$ cat config.mk
export PLATFORM = sky130hd
export DESIGN_NAME = quad_counter_bank
export DESIGN_NICKNAME = d
export VERILOG_FILES = /design/src/rtl/quad_counter_bank.sv
export SDC_FILE = /design/constraint.sdc
export NUM_CORES = 1
export LEC_CHECK = 0
export CAP_MARGIN = 20
export CORE_MARGIN = 3
export CORE_UTILIZATION = 66
export DETAILED_ROUTE_END_ITERATION = 10
export GPL_ROUTABILITY_DRIVEN = 0
export PLACE_DENSITY = 0.87
export SYNTH_ARGS = -nofsm -noshare
export SYNTH_HDL_FRONTEND = slang
export SYNTH_SLANG_ARGS = --single-unit
$ cat constraint.sdc
create_clock -name clk -period 4.35 [get_ports clk]
set_clock_uncertainty 0.2 [all_clocks]
set_input_delay 0.6525 -clock clk [delete_from_list [all_inputs] [get_ports clk]]
set_output_delay 0.6525 -clock clk [all_outputs]
set_load 0.05 [all_outputs]
$ cat src/rtl/quad_counter_bank.sv
`default_nettype none
// +----------------------------------------------------------------------------+
// | quad_counter_bank: bank of filtered quadrature decoders with snapshot      |
// | readout and sticky double-step error flags, selected per channel.          |
// | Revision: 1.0                                                              |
// +----------------------------------------------------------------------------+
module quad_counter_bank #(
    parameter int  CHANNELS = 4,
    parameter int  WIDTH    = 8,
    parameter int  FILTER   = 3,
    parameter int  SAT      = 0,
    localparam int SEL_W    = (CHANNELS > 1) ? $clog2(CHANNELS) : 1
) (
    input  logic                clk,
    input  logic                reset,
    input  logic [CHANNELS-1:0] a,
    input  logic [CHANNELS-1:0] b,
    input  logic [SEL_W-1:0]    sel,
    input  logic                snap,
    input  logic                clr,
    output logic [WIDTH-1:0]    dout,
    output logic                err
);
    localparam int               c_nb        = 2 * CHANNELS;
    localparam int               c_fcw       = 4;
    localparam int               c_nsel      = 1 << SEL_W;
    localparam logic [c_fcw-1:0] c_filt_last = c_fcw'(FILTER - 1);
    localparam logic [WIDTH-1:0] c_max       = '1;

    // Bits [2*CHANNELS-1:CHANNELS] carry phase A, bits [CHANNELS-1:0] phase B.
    logic [c_nb-1:0]     r_sync1;
    logic [c_nb-1:0]     r_sync2;
    logic [c_nb-1:0]     r_filt;
    logic [c_nb-1:0]     r_prev;
    logic [c_fcw-1:0]    r_fcnt   [c_nb];
    logic [WIDTH-1:0]    r_count  [CHANNELS];
    logic [WIDTH-1:0]    r_snap   [CHANNELS];
    logic [CHANNELS-1:0] r_err;

    logic [1:0]          w_delta    [CHANNELS];
    logic [CHANNELS-1:0] w_clr_hit;
    logic [WIDTH-1:0]    w_snap_pad [c_nsel];
    logic [c_nsel-1:0]   w_err_pad;

    // Gray {A,B} to position 0..3 so a step is the mod-4 difference of positions.
    function automatic logic [1:0] gray_pos(input logic [1:0] g);
        return {g[1], g[1] ^ g[0]};
    endfunction

    always_ff @(posedge clk) begin
        if (reset) begin
            r_sync1 <= '0;
            r_sync2 <= '0;
            r_filt  <= '0;
            r_prev  <= '0;
            for (int j = 0; j < c_nb; j++) begin
                r_fcnt[j] <= '0;
            end
        end else begin
            r_sync1 <= {a, b};
            r_sync2 <= r_sync1;
            r_prev  <= r_filt;
            for (int j = 0; j < c_nb; j++) begin
                if (r_sync2[j] == r_filt[j]) begin
                    r_fcnt[j] <= '0;
                end else if (r_fcnt[j] == c_filt_last) begin
                    r_filt[j] <= r_sync2[j];
                    r_fcnt[j] <= '0;
                end else begin
                    r_fcnt[j] <= r_fcnt[j] + c_fcw'(1);
                end
            end
        end
    end

    always_comb begin
        w_clr_hit = '0;
        for (int i = 0; i < CHANNELS; i++) begin
            w_delta[i]   = gray_pos({r_filt[CHANNELS+i], r_filt[i]})
                         - gray_pos({r_prev[CHANNELS+i], r_prev[i]});
            w_clr_hit[i] = clr && (sel == SEL_W'(i));
        end
    end

    // delta 1 = forward, 3 = reverse, 2 = both phases moved at once.
    always_ff @(posedge clk) begin
        if (reset) begin
            r_err <= '0;
            for (int i = 0; i < CHANNELS; i++) begin
                r_count[i] <= '0;
                r_snap[i]  <= '0;
            end
        end else begin
            for (int i = 0; i < CHANNELS; i++) begin
                if (snap) begin
                    r_snap[i] <= r_count[i];
                end
                if (w_clr_hit[i]) begin
                    r_count[i] <= '0;
                    r_err[i]   <= 1'b0;
                end else if (w_delta[i] == 2'd1) begin
                    if (!(SAT != 0 && r_count[i] == c_max)) begin
                        r_count[i] <= r_count[i] + WIDTH'(1);
                    end
                end else if (w_delta[i] == 2'd3) begin
                    if (!(SAT != 0 && r_count[i] == '0)) begin
                        r_count[i] <= r_count[i] - WIDTH'(1);
                    end
                end else if (w_delta[i] == 2'd2) begin
                    r_err[i] <= 1'b1;
                end
            end
        end
    end

    // Select codes beyond the last channel read back as zero.
    for (genvar k = 0; k < c_nsel; k++) begin : g_pad
        if (k < CHANNELS) begin : g_live
            assign w_snap_pad[k] = r_snap[k];
            assign w_err_pad[k]  = r_err[k];
        end else begin : g_void
            assign w_snap_pad[k] = '0;
            assign w_err_pad[k]  = 1'b0;
        end
    end

    always_ff @(posedge clk) begin
        if (reset) begin
            dout <= '0;
            err  <= 1'b0;
        end else begin
            dout <= w_snap_pad[sel];
            err  <= w_err_pad[sel];
        end
    end
endmodule
`default_nettype wire

# Word-level counts from Yosys, hierarchy flattened
# Memory sizes are Yosys's and may differ from the RTL's.
# Index checks and enable logic that the tools add are counted.
[word_totals]
reg_bits = 45
ram_bits = 96
inputBits = 14
out_inout_bits = 9
mem_count = 3
[mem_list]
columns = ["memory", "words", "word_bits", "read_ports", "rd_ports_with_merged_regs", "write_ports", "line", "source"]
rows = [
  ["r_count", 4, 8, 4, 0, 4, "36", "logic [WIDTH-1:0] r_count [CHANNELS];"],
  ["r_fcnt", 8, 4, 8, 0, 8, "35", "logic [c_fcw-1:0] r_fcnt [c_nb];"],
  ["r_snap", 4, 8, 4, 0, 4, "37", "logic [WIDTH-1:0] r_snap [CHANNELS];"],
]
[classes]
addsub = 20
magnitude_cmp = 2
n_eq_ne = 31
muxes = 186
bitwise_logic = 65
reduce_logical = 21
[op_table]
columns = ["op", "count"]
rows = [
  ["$mux W8", 18],
  ["$mux W1", 142],
  ["$mux W4", 24],
  ["$or A1 B1 Y1", 40],
  ["$add A4 B1 Y4 const B", 8],
  ["$add A8 B1 Y8 const B", 4],
  ["$eq A4 B2 Y1 const B", 8],
  ["$sub A8 B1 Y8 const B", 4],
  ["$eq A2 B2 Y1 const B", 10],
  ["$bmux W8 S2", 1],
  ["$not A1 Y1", 16],
  ["$reduce_and A2 Y1", 8],
  ["$reduce_and A3 Y1", 4],
  ["$eq A2 B1 Y1 const B", 5],
  ["$eq A1 B1 Y1", 8],
  ["$reduce_or A2 Y1", 4],
  ["$sub A2 B2 Y2", 4],
  ["$xor A1 B1 Y1", 8],
  ["$logic_and A1 B1 Y1", 4],
  ["$ge A3 B3 Y1 const B", 1],
  ["$lt A2 B3 Y1 const B", 1],
  ["$not A2 Y3", 1],
  ["$bmux W1 S2", 1],
  ["$logic_not A2 Y1", 1],
]

# Depth between registers and ports, before layout
# Gate-level depths: netlist of run 1.
[depth]
word_depth = 9
ltp_mapped = 7

# Worst setup path before layout of run 1
# Ideal clock, no wire load.
[synth_path]
path_type = "register -> register"
startpoint = "register r_filt[4]"
endpoint = "memory r_count[0][7], data pin"
setup_ps = 268
arrival_time_ps = 1659
required_ps = 3882
path_slack_ps = 2223
path_stages_with_launch = 7
path_buffers = 0
synth_period_minus_slack_ps = 2127
cell_sequence = "dfxtp_1 -> xnor2_1 -> ha_1 -> xor3_1 -> or4_1 -> a21boi_1 -> nor3b_2"
[synth_lines]
columns = ["element", "line", "source"]
rows = [
  ["start, declared", "33", "logic [c_nb-1:0] r_filt;"],
  ["start signal, assigned by index", "67", "r_filt[j] <= r_sync2[j];"],
  ["end, declared", "36", ""],
]

# Final worst setup path of run 1
[layout_path]
startpoint = "register err"
endpoint = "output port err"
[layout_lines]
columns = ["element", "line", "source"]
rows = [
  ["start, declared", "22", "output logic err"],
  ["start signal, assigned", "133", "err <= w_err_pad[sel];"],
]
# No word-level cell between the ends.

==> key figures, run 1 <==
Die
  – Width of the chip: 108 um
  – Initial Util: 68.7%
  – I/O pins: 23
  – Core area: 9910 um^2
  – Die area: 11600 um^2
  – Die H: 108 um
  – Std-Cell Rows: 36

Critical path
  – Max FO, Critical Path: 1
  – Crit-path leading delay family: buffers and inverters
  – Crit path kind: flip-flop to output port
  – Worst EP required: 3.50 ns
  – CP max-delay cell: clkdlybuf4s50_1
  – CP Capture Type: output port
  – WP data arrival: 1.69 ns
  – Worst Setup Start Kind: flip-flop
  – Worst-path cell chain: clkdlybuf4s50_1
  – Worst path max stage delay: 0.81 ns
  – Buf+Inv Stages, Crit Path: 1

STA
  – Final setup vio count: 0
  – RSZ-0062 raised after global routing: false
  – Final worst path period need: 2.54 ns
  – Max-slew violation count: 0
  – Measured slew at the worst slew-check pin: 0.762 ns
  – Post-route setup TNS: 0 ns
  – Final Hold Viols: 0
  – Tcrit/Tclk final: 58.4%
  – Hold Slack: 0.246 ns
  – Slew margin rel.: 49.2%
  – Max frequency: 0.393 GHz

Layout
  – Area Growth Syn to Fin: 14.4%
  – Layout cells sized above 1: 8.59%
  – Fillers: 594
  – Antenna diodes: 0
  – FF/Latch Area: 3780 um^2
  – Nets: 669
  – Area of the multi-input gates: 2950 um^2

CTS
  – Num CTS Buffers: 17
  – Total clock sinks: 141
  – H-tree Lvls: 4
  – CTS tree: done
  – Hold-fix buffers at CTS: 0
  – Worst-path clk slew: 0.06 ns
  – CTS resizes: 0
  – Post-CTS Repair Setup Buffers: 0
  – Worst-Skew Late Latency: 0.53 ns
  – Max Buffers Root-to-Sink: 2
  – Root Driver: clkbuf_8

Global route
  – Vias in the first global route: 4504
  – Largest net degree at the start of global routing: 33
  – Tot GR Track Use: 24.4%
  – First-pass GRT wire length: 21.6 mm
  – Initial antenna violation count: 0
  – Grt ovf: 0

Route
  – TritonRoute pass-1 iters: 5
  – Detailed Route WL: 13.0 mm
  – Drc violations: 0
  – Routed Antenna Nets: 0
  – Average routed wire per standard cell: 16.8 um
  – Initial DRC count: 386
  – Detailed-route via count: 4404
  – Vias per inst: 5.70

Power
  – Net Switching: 0.713 mW
  – Sw frac: 22.9%
  – Sequential share of power: 50.0%
  – Max VDD drop: 0.000272 V
  – Pwr Density: 401 nW/um^2
  – Clock network fraction of total power: 43.3%
  – Leakage: 2.95 nW
  – Logic gate share of total power: 6.8%
  – Int Power: 2.41 mW

Synth
  – #FFs+latches synth: 141
  – Area share of the largest cell type after synthesis: 42.4%
  – Dominant cell type by area after synthesis: edfxtp_1
  – Syn Inst Count: 576
  – Syn_area_per_cell: 11.8 um^2
  – Asr flop ratio synth: 0%
  – Yosys warns: 0
  – Part of the Yosys area used for sequential elements: 55.6%
  – Area contributors post-synth: edfxtp_1 42%, dfxtp_1 13%, ha_1 5.1%
  – Most numerous cell in the Yosys netlist: edfxtp_1
  – Top cells by count, synth: 96 x edfxtp_1, 66 x nor2_1, 45 x dfxtp_1, 41 x and2_1, 35 x nand3_1
  – Netlist cell types: 44
  – Mapped Area: 6810 um^2
  – EDFF count, synth: 96
  – Main synth FF type: edfxtp_1

Place
  – Input/output buffers: 22
  – Placed wire-length estimate: 8.23 mm

Min path
  – HP Class: flip-flop to flip-flop

Status
  – Outcome: completed

Job
  – Max Cap Viol: 0
registers in the layout, summed over array words and instances (netlist names):
signal and cells:
dout 8, err 1, r_count 32, r_err 4, r_fcnt 32, r_filt 8, r_prev 8, r_snap 32
r_sync1 8, r_sync2 8
worst paths after layout:
check / from / endpoint / slack, ns / cells past startpoint
max: err / err / 1.81 / 1
min: r_sync1[7] / r_sync2[7] / 0.25 / 1
max reg2reg: r_filt[4] / r_count[0][7] / 1.82 / 6
min reg2reg: r_sync1[7] / r_sync2[7] / 0.25 / 1
per-stage QoR:
step | utilization [%] | area [um^2] | power, mW | cells | setup slack (ns)
finish | 78.5 | 7780 | 3.12 | 773 | 1.81
global route | 78.5 | 7780 | 3.23 | 773 | 1.73
CTS | 78.5 | 7780 | 3.13 | 773 | 1.79
detailed placement | 72.9 | 7220 | 1.79 | 741 | 1.40
global placement | 72.9 | 7220 | 1.78 | 741 | 1.48
floorplan | - | 6920 | 1.72 | 607 | 2.22
cell type report:
| cell class | count | area share [%] |
|---|---|---|
| clock buffer | 23 | 6.54 |
| clock inverter | 9 | 0.691 |
| inverter | 23 | 1.11 |
| multi-input combinational | 420 | 38.0 |
| sequential | 141 | 48.6 |
| tap | 133 | 2.14 |
| timing repair buffer | 24 | 2.96 |
routing by layer:
layer	up-vias	GRT usage, %	wire (um)
li1	2083	-	-
met1	2121	29.7	5180
met2	167	41.0	6630
met3	33	7.20	820
met4	0	9.47	337
met5	-	0	0
power by group through the flow:
stage          logic [mW]  clock network [mW]  registers, mW
3_5_place_dp        0.206                   0           1.58
2_1_floorplan       0.144                   0           1.58
4_1_cts             0.211                1.36           1.56
3_3_place_gp        0.197                   0           1.58
6_report            0.211                1.35           1.56
5_1_grt             0.233                1.43           1.57
cell families after synthesis:
| logic type | after synthesis | share of synthesized area (%) |
|---|---|---|
| AOI/OAI and AO/OA | 18 | 1.54 |
| other | 1 | 0.0551 |
| xor gates and xnor gates | 53 | 7.90 |
| DFF | 141 | 55.6 |
| muxes | 29 | 5.92 |
| and+or+nand+nor | 260 | 21.1 |
| adders and majority gates | 28 | 5.15 |
| buffers and inverters | 46 | 2.72 |
placed cells by master, fill, tap and decap left out, drive strengths merged, types with 2 or more instances in the layout:
cell,Yosys,layout
clkdlybuf4s50,0,21
mux2i,20,20
mux4,9,9
nor2b,26,26
nor3b,18,18
nor4,7,7
inv,23,25
xor2,16,16
o21ai,2,2
or4,2,2
and3,3,3
nand4,2,2
nand3,35,35
ha,28,28
and2,41,41
xnor2,32,32
conb,1,32
o21a,2,2
clkinv,0,6
nand2,14,14
a21oi,11,11
nor2,66,66
buf,10,3
or3,20,20
or3b,4,4
xor3,4,4
dfxtp,45,45
nor3,16,16
clkbuf,13,23
edfxtp,96,96
Power figures use the tool's default switching activity.
==> run 2: changes to the inputs <==
Settings changed: CORE_UTILIZATION 66 to 55, PLACE_DENSITY 0.87 to 0.78.
Clock period 4.35 ns to 2 ns, I/O delays scaled along.
==> run 2 against run 1 <==
  * The run now ends with negative setup slack left
  * Sequential share of layout area decreased by 4.4 points
  * Core utilization decreased by 7.3 points
  * Critical path depth increased by 6
  * Routed wire length increased by 6.6%
  * Cell count increased by 12%
  * Clock power increased by 120%
  * Register-to-register slack got worse by 2.0 ns
  * Critical path type is now flip-flop to flip-flop
  * Largest cell class unchanged
==> key figures, run 2 (same netlist as run 1, synthesis figures left out) <==
Layout
  – Final Cell Area: 8590 um^2
  – Antenna diodes: 0
  – Commonest non-fill, non-tap cell in the layout: edfxtp_1
  – Layout cells sized above 1: 23.6%
  – Most frequent cells in the layout: 96 x edfxtp_1, 66 x nor2_1, 46 x buf_4, 41 x and2_1
  – Nets: 723
  – Area Growth Syn to Fin: 26.2%
  – Largest regs: r_count x32, r_fcnt x32, r_snap x32

Job
  – Max Cap Viol: 0

STA
  – Final setup vio count: 15
  – RSZ-0062 raised after global routing: true
  – Final Hold Viols: 0
  – Slew margin rel.: 52.7%
  – Tcrit/Tclk final: 108%
  – Post-route setup TNS: -1.04 ns
  – Max frequency: 0.462 GHz
  – Max-slew violation count: 0
  – Final worst path period need: 2.16 ns
  – Setup WS post-layout: -0.165 ns
  – Measured slew at the worst slew-check pin: 0.709 ns

Place
  – Placed wire-length estimate: 8.89 mm
  – Pre-CTS setup slack: -0.186 ns
  – Placed Area: 7730 um^2
  – Input/output buffers: 22

Power
  – Leakage: 3.33 nW
  – Int Power: 5.36 mW
  – Logic gate share of total power: 8.4%
  – Clock network fraction of total power: 42.9%
  – Sw frac: 22.3%
  – Max VDD drop: 0.000496 V
  – Pwr Density: 804 nW/um^2
  – Sequential share of power: 48.7%
  – Net Switching: 1.54 mW

Route
  – TritonRoute pass-1 iters: 5
  – Vias per inst: 5.29
  – Routed Antenna Nets: 0
  – Average routed wire per standard cell: 16.0 um
  – Detailed Route WL: 13.8 mm
  – Initial DRC count: 306
  – Drc violations: 0
  – Detailed-route via count: 4564

Critical path
  – Worst Setup SP: r_prev[5]
  – Crit Reg-Reg Startpoint: r_prev[5]
  – CP Capture Type: flip-flop
  – Crit path kind: flip-flop to flip-flop
  – Max FO, Critical Path: 4
  – WP data arrival: 2.13 ns
  – Worst Setup Start Kind: flip-flop
  – Worst EP required: 1.96 ns
  – FF-to-FF setup slack: -0.16 ns

Global route
  – GR Layer Usage met1: 24.2%
  – Most Crowded Layer GR: met2
  – Vias in the first global route: 4567
  – First-pass GRT wire length: 21.9 mm
  – Largest net degree at the start of global routing: 33
  – Met2 Use GR: 36.5%
  – Grt ovf: 0
  – GR Layer Usage met3: 4.99%
  – Initial antenna violation count: 0
  – Tot GR Track Use: 21.3%

Die
  – Std-Cell Rows: 40
  – Die H: 117 um
  – I/O pins: 23
  – Width of the chip: 117 um
  – Die area: 13700 um^2
  – Core area: 12100 um^2
  – Initial Util: 56.4%

Status
  – Failing checks: negative setup slack
  – Outcome: finished with violations

CTS
  – Worst-Skew Late Latency: 0.42 ns
  – Num CTS Buffers: 17
  – Hold-fix buffers at CTS: 0
  – Root Driver: clkbuf_16
  – H-tree Lvls: 4
  – Total clock sinks: 141
  – Max Buffers Root-to-Sink: 2
  – Worst-path clk slew: 0.06 ns
  – CTS tree: done

Min path
  – HP Class: input port to flip-flop
  – Min-delay src: reset
[run 2: layout make-up]
class / instances / area (um^2)
fillers: 786 / 3470
multi-input cells: 421 / 3240
clock buffers: 25 / 495
flip-flops and latches: 141 / 3800
clock inverters: 7 / 61.3
well taps: 168 / 210
repair buffers: 77 / 697
inverters: 23 / 86.3
[run 2: path summary, 6_finish.rpt]
kind / depth (start not counted) / endpoint
hold reg to reg: 1 / r_sync2[0]
hold / removal: 2 / r_err[2]
setup reg to reg: 7 / r_count[1][5]
setup / recovery: 7 / r_count[1][5]
[run 2: through the flow]
stage | utilization [%] | instances | power, mW | hold slack [ns]
6_report | 71.2 | 862 | 6.91 | 0.0837
3_5_place_dp | 64.1 | 821 | 3.96 | 0.227
4_1_cts | 70.1 | 857 | 6.91 | 0.0678
2_1_floorplan | - | 607 | 3.74 | 0.214
5_1_grt | 71.2 | 862 | 7.14 | 0.101
3_3_place_gp | 64.1 | 821 | 3.93 | 0.218
[run 2: worst max-delay path, cell delays in order, from the launching register on]
cell,delay (ns)
dfxtp_2,0.33
xor2_1,0.16
ha_2,0.19
xor3_2,0.30
buf_6,0.14
or3_4,0.35
a21oi_4,0.17
nor3b_2,0.06
[run 2: per-layer routing]
metal  up-vias  routed length (um)
met5         -                   0
met4         0                 558
met3        40                 487
met2        99                7220
met1      2234                5570
li1       2191                   -
[run 2: power by group through the flow]
stage	clock (mW)	sequential [mW]	combinational, mW
finish	2.96	3.36	0.581
floorplan	0	3.43	0.317
global placement	0	3.41	0.524
detailed placement	0	3.42	0.544
CTS	2.99	3.36	0.560
global route	3.13	3.38	0.633
[run 2: repair_timing]
action | CTS | global route
cloned | 1 | 0
pin swaps | 19 | 13
resized for setup | 40 | 23
setup buffers | 3 | 5
endpoints found under the setup margin | 30 | 26
==> run 3: changes to the inputs <==
Settings changed: TNS_END_PERCENT from default to 50.
==> run 3 against run 2 <==
  * The flow still finishes with violations (negative setup slack)
  * Sequential cell count stayed put
  * Cell count is 0.12% lower
  * Sequential share of layout area decreased by 0.11 points
  * Critical path type unchanged
  * Global-route usage about the same
  * Register-to-register slack got worse by 0.05 ns
  * Maximum frequency shrank 2.2%
  * Clock power up 4%
  * Combinational power rose by 0.9%
==> key figures, run 3 (same netlist as run 1, synthesis figures left out) <==
Status
  – Outcome: finished with violations
  – Failing checks: negative setup slack

Layout
  – Final instance count without filler cells: 861
  – Fillers: 771
  – FF/Latch Area: 3800 um^2
  – Nets: 722
  – Area of the multi-input gates: 3210 um^2
  – Commonest non-fill, non-tap cell in the layout: edfxtp_1
  – Layout cells sized above 1: 22.8%
  – Most frequent cells in the layout: 96 x edfxtp_1, 66 x nor2_1, 46 x buf_4, 41 x and2_1, 35 x nand3_1
  – Final Cell Area: 8610 um^2
  – Area Growth Syn to Fin: 26.4%
  – Antenna diodes: 0
  – Largest regs: r_count x32, r_fcnt x32, r_snap x32

Die
  – Core area: 12100 um^2
  – Die H: 117 um
  – Std-Cell Rows: 40
  – Die area: 13700 um^2
  – Initial Util: 56.4%
  – Width of the chip: 117 um
  – I/O pins: 23

Route
  – Uppermost routed layer: met4
  – TritonRoute pass-1 iters: 4
  – Drc violations: 0
  – Vias per inst: 5.29
  – Initial DRC count: 436
  – Metal2 WL: 7.53 mm
  – WL met3: 556 um
  – Routed Antenna Nets: 0
  – Detailed Route WL: 14.1 mm
  – DRT met1 WL: 5.57 mm
  – Average routed wire per standard cell: 16.4 um
  – Detailed-route via count: 4555

CTS
  – H-tree Lvls: 4
  – Max Buffers Root-to-Sink: 2
  – Worst-Skew Late Latency: 0.42 ns
  – Num CTS Buffers: 17
  – Root Driver: clkbuf_16
  – Total clock sinks: 141
  – CTS tree: done
  – Hold-fix buffers at CTS: 0
  – Worst-path clk slew: 0.05 ns

STA
  – Hold Slack: 0.0263 ns
  – Final Hold Viols: 0
  – Setup WS post-layout: -0.214 ns
  – Final worst path period need: 2.21 ns
  – RSZ-0062 raised after global routing: true
  – Final setup vio count: 22
  – Measured slew at the worst slew-check pin: 0.774 ns
  – Max frequency: 0.452 GHz
  – Max-slew violation count: 0
  – Slew margin rel.: 48.4%
  – Tcrit/Tclk final: 111%

Critical path
  – Crit Reg-Reg Startpoint: r_filt[1]
  – Worst reg2reg path endpoint: r_count[1][7]
  – FF-to-FF setup slack: -0.21 ns
  – Worst EP required: 1.96 ns
  – WP data arrival: 2.17 ns
  – Worst Setup Start Kind: flip-flop
  – Max FO, Critical Path: 3
  – Crit path kind: flip-flop to flip-flop
  – CP Capture Type: flip-flop
  – Reg2Reg Depth: 6

Global route
  – Grt ovf: 0
  – Largest net degree at the start of global routing: 33
  – First-pass GRT wire length: 22.2 mm
  – Initial antenna violation count: 0
  – Vias in the first global route: 4626
  – Tot GR Track Use: 21.3%

Place
  – Placed Instances: 822
  – Placed wire-length estimate: 9.19 mm
  – Placed Area: 7700 um^2
  – Input/output buffers: 22

Power
  – Sequential share of power: 47.9%
  – Pwr Density: 819 nW/um^2
  – Sw frac: 21.8%
  – Clock network fraction of total power: 43.8%
  – Max VDD drop: 0.000546 V
  – Logic gate share of total power: 8.3%
  – Tot Pwr: 7.05 mW
  – Int Power: 5.51 mW
  – Leakage: 3.33 nW
  – Net Switching: 1.54 mW

Min path
  – HP Class: input port to flip-flop
  – Min-delay src: reset
  – Hold Path Sink: r_sync1[4]
  – Hold path depth: 2

Job
  – Max Cap Viol: 0
[run 3: cell types whose count changed in the layout (fill, tap and decap cells not counted), moves of 2 or more]
cell | previous run | this run
mux2i_4 | 2 | 4
inv_2 | 2 | 0
ha_1 | 22 | 25
o21ai_1 | 2 | 0
ha_2 | 5 | 3
inv_1 | 21 | 23
clkbuf_1 | 4 | 6
clkbuf_8 | 4 | 2
dlygate4sd2_1 | 8 | 6
nand3_2 | 2 | 0
nand3_1 | 33 | 35
[run 3: how the worst max path moves through the flow]
stage / startpoint / endpoint / slack [ns]
3_5_place_dp: r_filt[6] / r_count[2][5] / -0.31
4_1_cts: r_filt[6] / r_count[2][5] / -0.16
6_report: r_filt[1] / r_count[1][7] / -0.21
5_1_grt: r_prev[5] / r_count[1][7] / -0.28
2_1_floorplan: r_filt[6] / r_count[2][5] / -0.09
3_3_place_gp: r_prev[5] / r_count[1][5] / -0.1
[run 3: final cells by class]
class                           count  area share [%]
Sequential cell                   141            44.1
Clock inverter                      6           0.960
Multi-Input combinational cell    420            37.4
Timing Repair Buffer               77            8.30
Clock buffer                       26            5.82
Tap cell                          168            2.44
Inverter                           23            1.00
[run 3: power groups by stage]
stage	combinational (mW)	clock, mW	sequential, mW
detailed placement	0.538	0	3.42
floorplan	0.315	0	3.43
global route	0.640	3.27	3.39
global placement	0.518	0	3.41
CTS	0.558	3.13	3.37
finish	0.586	3.09	3.37
[run 3: layer usage]
metal	track usage, %	up-vias
met5	0	-
met4	10.5	0
met3	5.40	35
met2	37.0	117
met1	24.4	2208
li1	-	2195
[run 3: critical path, cell delays in order, from the launching register on]
cell	delay, ns
dfxtp_2	0.33
xnor2_1	0.16
ha_2	0.19
xor3_2	0.30
or4_4	0.55
a21oi_4	0.17
nor3b_2	0.07
[run 3: what timing repair did]
| action | CTS | global route |
|---|---|---|
| setup buffers | 4 | 3 |
| setup endpoints to repair | 27 | 26 |
| pin swaps | 9 | 7 |
| gates resized for setup | 37 | 25 |
[run 3: stage by stage]
| step | setup slack (ns) | utilization [%] | TNS, ns |
|---|---|---|---|
| CTS | -0.156 | 70.0 | -1.37 |
| global route | -0.283 | 71.3 | -4.23 |
| global placement | -0.0957 | 63.8 | -1.69 |
| floorplan | -0.0868 | - | -0.371 |
| finish | -0.214 | 71.3 | -1.89 |
| detailed placement | -0.306 | 63.8 | -4.35 |
